<file path="config.mk">
export PLATFORM = sky130hd
export DESIGN_NAME = csk_subtractor_seq
export DESIGN_NICKNAME = d
export VERILOG_FILES = /design/src/rtl/csk_subtractor_seq.sv
export SDC_FILE = /design/constraint.sdc
export NUM_CORES = 1
export LEC_CHECK = 0
export CAP_MARGIN = 20
export CORE_MARGIN = 2
export CORE_UTILIZATION = 50
export CTS_CLUSTER_SIZE = 8
export DETAILED_ROUTE_END_ITERATION = 10
export PLACE_DENSITY = 0.86
export RECOVER_POWER = 50
export SLEW_MARGIN = 20
export SYNTH_ARGS = -nofsm -noshare
export SYNTH_HDL_FRONTEND = slang
export SYNTH_SLANG_ARGS = --single-unit
</file>
<file path="constraint.sdc">
create_clock -name clk -period 3.8 [get_ports clk]
set_clock_uncertainty 0.05 [all_clocks]
set_input_delay 1.14 -clock clk [delete_from_list [all_inputs] [get_ports clk]]
set_output_delay 1.14 -clock clk [all_outputs]
set_load 0.02 [all_outputs]
</file>
<file path="src/rtl/csk_subtractor_seq.sv">
// Multi-cycle carry-skip subtractor, one 4-bit block per clock, LSB block first.
// Define CSK_SUB_OVF_EN to add the registered signed-overflow output ovf.
module csk_subtractor_seq #(
  parameter int WIDTH = 16
) (
  input  logic             clk,
  input  logic             rst_n,
  input  logic             start,
  input  logic [WIDTH-1:0] a,
  input  logic [WIDTH-1:0] b,
  input  logic             bin,
  output logic             busy,
  output logic             done,
  output logic [WIDTH-1:0] diff,
  output logic             bout
`ifdef CSK_SUB_OVF_EN
  ,
  output logic             ovf
`endif
);

  localparam int NBLK = WIDTH / 4;
  localparam int IW = (NBLK > 1) ? $clog2(NBLK) : 1;
  localparam logic [IW-1:0] LAST = IW'(NBLK - 1);

  typedef enum logic {IDLE, RUN} state_t;

  state_t           state;
  logic [WIDTH-1:0] a_q;
  logic [WIDTH-1:0] b_q;
  logic             brw;
  logic [IW-1:0]    idx;
  logic [IW+1:0]    base;

  logic [3:0] ba;
  logic [3:0] bb;
  logic [3:0] p;
  logic [3:0] s;
  logic       cy;
  logic       cout;

  assign base = {idx, 2'b00};

  // Ripple in carry form; a fully propagating block skips straight to c_in.
  always_comb begin
    ba = a_q[base +: 4];
    bb = b_q[base +: 4];
    p  = '0;
    s  = '0;
    cy = ~brw;
    for (int i = 0; i < 4; i++) begin
      p[i] = ba[i] ^ ~bb[i];
      s[i] = p[i] ^ cy;
      cy   = (ba[i] & ~bb[i]) | (p[i] & cy);
    end
    cout = (&p) ? ~brw : cy;
  end

  always_ff @(posedge clk or negedge rst_n) begin
    if (!rst_n) begin
      state <= IDLE;
      a_q   <= '0;
      b_q   <= '0;
      brw   <= 1'b0;
      idx   <= '0;
      busy  <= 1'b0;
      done  <= 1'b0;
      diff  <= '0;
      bout  <= 1'b0;
`ifdef CSK_SUB_OVF_EN
      ovf   <= 1'b0;
`endif
    end else begin
      unique case (state)
        IDLE: begin
          done <= 1'b0;
          if (start) begin
            state <= RUN;
            a_q   <= a;
            b_q   <= b;
            brw   <= bin;
            idx   <= '0;
            busy  <= 1'b1;
`ifdef CSK_SUB_OVF_EN
            ovf   <= 1'b0;
`endif
          end
        end
        RUN: begin
          diff[base +: 4] <= s;
          brw <= ~cout;
          idx <= idx + 1'b1;
          if (idx == LAST) begin
            state <= IDLE;
            busy  <= 1'b0;
            done  <= 1'b1;
            bout  <= ~cout;
`ifdef CSK_SUB_OVF_EN
            ovf   <= (a_q[WIDTH-1] ^ b_q[WIDTH-1])
                   & (s[3] ^ a_q[WIDTH-1]);
`endif
          end
        end
        default: state <= IDLE;
      endcase
    end
  end

endmodule

</file>
==> impl_metrics.json <==
{
  "drt-pass1-iter-count": 4,
  "ys_warn_count": 0,
  "critPathBufInv": 2,
  "slew_violations": 0,
  "switchingPower_mw": 1.14,
  "syn_area_per_cell_um2": 14.0,
  "tightest_slew_ps": 1280,
  "power_frac_clock_pct": 11.2,
  "fillCellCount": 389,
  "die_x_um": 75.9,
  "p_leak_nw": 1.40,
  "run_status": "finished, final reports clean",
  "cts_tree": "built",
  "synth.cell_area_um2": 2580,
  "wl_per_cell_um": 14.7,
  "worstPathCellList": "mux4_2, inv_1, fa_1, inv_1, fa_1, fa_1, fa_1, a22o_1",
  "slew-limit-headroom_pct": 14.4,
  "cts_setup_buffers": 0,
  "setup_viol": 0,
  "arrival_ps": 3190,
  "period_needed_ps": 3040,
  "gp_congestion": 0.776,
  "coreArea_um2": 5040,
  "register_area_um2": 1380,
  "grt_max_degree": 56,
  "holdBufCountCts": 0,
  "cts_resized": 0,
  "layout-drive-gt1-share_pct": 11.2,
  "clock_latency_ps": 310,
  "fin_area_um2": 3250,
  "cts_buffer_depth": 2,
  "multi_input_area_um2": 1100,
  "grt_setup_unrepaired": "false",
  "synth_commonest_cells": "dfrtp_1 (55), mux2_1 (32), nand2_1 (20)",
  "power.total_mw": 2.85,
  "min_path_type": "flip-flop to flip-flop",
  "cts_root_buffer": "clkbuf_8",
  "final.period_utilization_pct": 79.9,
  "fin_nets": 290,
  "stdcell_count": 311,
  "synth_top_area_cell": "dfrtp_1",
  "grt_first_pass_wirelength_mm": 7.60,
  "hold_violations": 0,
  "antenna_cells": 0,
  "max_cap_viol_count": 0,
  "worstSetupEndpointType": "flip-flop",
  "routed_wl_mm": 4.56,
  "synth-edff-count": 0,
  "design.die.area_um2": 5760,
  "grt_overflow": 0,
  "drc": 0,
  "cp.required_ps": 3950,
  "yosysMostFrequentCell": "dfrtp_1",
  "area_growth_pct": 25.7,
  "ys_seq_elements": 55,
  "ys_async_sr_fraction_pct": 100,
  "clkTransAtPathRegs_ps": 100,
  "critPathTopFamily": "adder cells",
  "critPathMaxFanout": 13,
  "synthFlopType": "dfrtp_1",
  "dpl_cell_area_um2": 3160,
  "drtIter0Drc": 68,
  "p_int_mw": 1.70,
  "power_density_nw_per_um2": 877,
  "die_h_um": 75.9,
  "crit_slowest_cell": "dfrtp_1",
  "via_per_inst": 5.18,
  "synthCells": 184,
  "switching_share_pct": 40.2,
  "synth_nets": 234,
  "fp-row-count": 26,
  "port_buffers": 54,
  "fmaxAchievable_mhz": 329,
  "ant_nets": 0,
  "grt.total_usage_pct": 18.2,
  "grt_pass1_vias": 1609,
  "worst-setup-path-type": "flip-flop to flip-flop",
  "vdd_drop_max_v": 0.000447,
  "hpwl_mm": 3.51,
  "synth-seq-area-share_pct": 53.3,
  "combPwrFrac_pct": 52.7,
  "path_common_cell": "fa_1",
  "ys_types": 25,
  "synth.area.top_cells": "dfrtp_1 (53%), mux2_1 (14%), mux4_2 (7.0%), ha_1 (4.8%), a22o_1 (3.4%)",
  "cts_buffers": 5,
  "grt_antenna_before_repair": 0,
  "io_pins": 55,
  "synth_top_area_share_pct": 53.3,
  "whs_ps": 437,
  "max_stage_delay_ps": 620,
  "vias": 1610,
  "final.setup.tns_ps": 0,
  "seqPwrFrac_pct": 36.1,
  "start_util_pct": 51.2,
  "cts.sinks": 55,
  "startpoint_type": "flip-flop",
  "cts_max_level": 2,
  "post-place-cells": 303
}
power by group through the flow:
| stage | Sequential [mW] | Clock [mW] | Combinational, mW |
|---|---|---|---|
| finish | 1.03 | 0.318 | 1.50 |
| global route | 1.07 | 0.354 | 1.65 |
| CTS | 1.03 | 0.327 | 1.52 |
| detailed placement | 1.05 | 0 | 1.51 |
| global placement | 1.04 | 0 | 1.45 |
| floorplan | 1.04 | 0 | 1.06 |
metal layers:
metal  vias to the layer above  GRT usage [%]  share of wire (%)
li1                        757              -                  -
met1                       795           23.2                 44
met2                        51           29.1                 49
met3                         7           5.03                4.9
met4                         0           8.58                2.0
met5                         -              0                  0
logic make-up after synthesis:
group | synth area share (%)
mux | 21.7
flops | 53.3
fa+ha+maj | 7.94
simple gates | 6.49
buf+inv | 4.36
compound gates | 6.20
state kept, by name, summed over array words and instances, names as in the netlist:
name   cells
a_q       16
b_q       16
bout       1
brw        1
busy       1
diff      16
done       1
idx        2
state      1
cells in the final DEF (no fill, tap or decap), types with 2 or more instances in the layout:
| cell type | instances |
|---|---|
| fa_1 | 4 |
| buf_4 | 2 |
| mux2_1 | 32 |
| clkdlybuf4s50_1 | 52 |
| a22o_1 | 10 |
| dfrtp_1 | 55 |
| ha_1 | 10 |
| a21oi_1 | 3 |
| nand2_1 | 20 |
| clkinvlp_4 | 2 |
| clkbuf_8 | 5 |
| nor3b_2 | 2 |
| inv_1 | 10 |
| o21ai_1 | 6 |
| nor2_1 | 4 |
| mux4_2 | 8 |
path summary, 6_finish.rpt:
check                                    from             endpoint  slack (ps)  depth (start not counted)
setup / recovery           idx[1]$_DFFE_PN0P_  diff[7]$_DFFE_PN0P_         760                          8
hold / removal               done$_DFFE_PN0P_     done$_DFFE_PN0P_         440                          1
setup reg to reg           idx[1]$_DFFE_PN0P_  diff[7]$_DFFE_PN0P_         760                          8
hold reg to reg              done$_DFFE_PN0P_     done$_DFFE_PN0P_         440                          1
max in group asynchronous               rst_n     bout$_DFFE_PN0P_        1790                          2
min in group asynchronous               rst_n  diff[1]$_DFFE_PN0P_        1130                          2
through the flow:
stage                     setup slack (ps)  utilization [%]
final                                  763             64.4
after global placement                 851             62.7
after CTS                              752             64.4
after floorplan                        876                -
after global routing                   624             64.4
after detailed placement               777             62.7
final cells by class:
type | count | share of cell area (%)
inverters | 11 | 1.27
well taps | 70 | 2.70
multi-input cells | 110 | 33.8
repair buffers | 57 | 17.1
flip-flops and latches | 55 | 42.4
clock buffers | 5 | 2.12
clock inverters | 3 | 0.617
No activity file was read; power rests on OpenSTA's default activity.
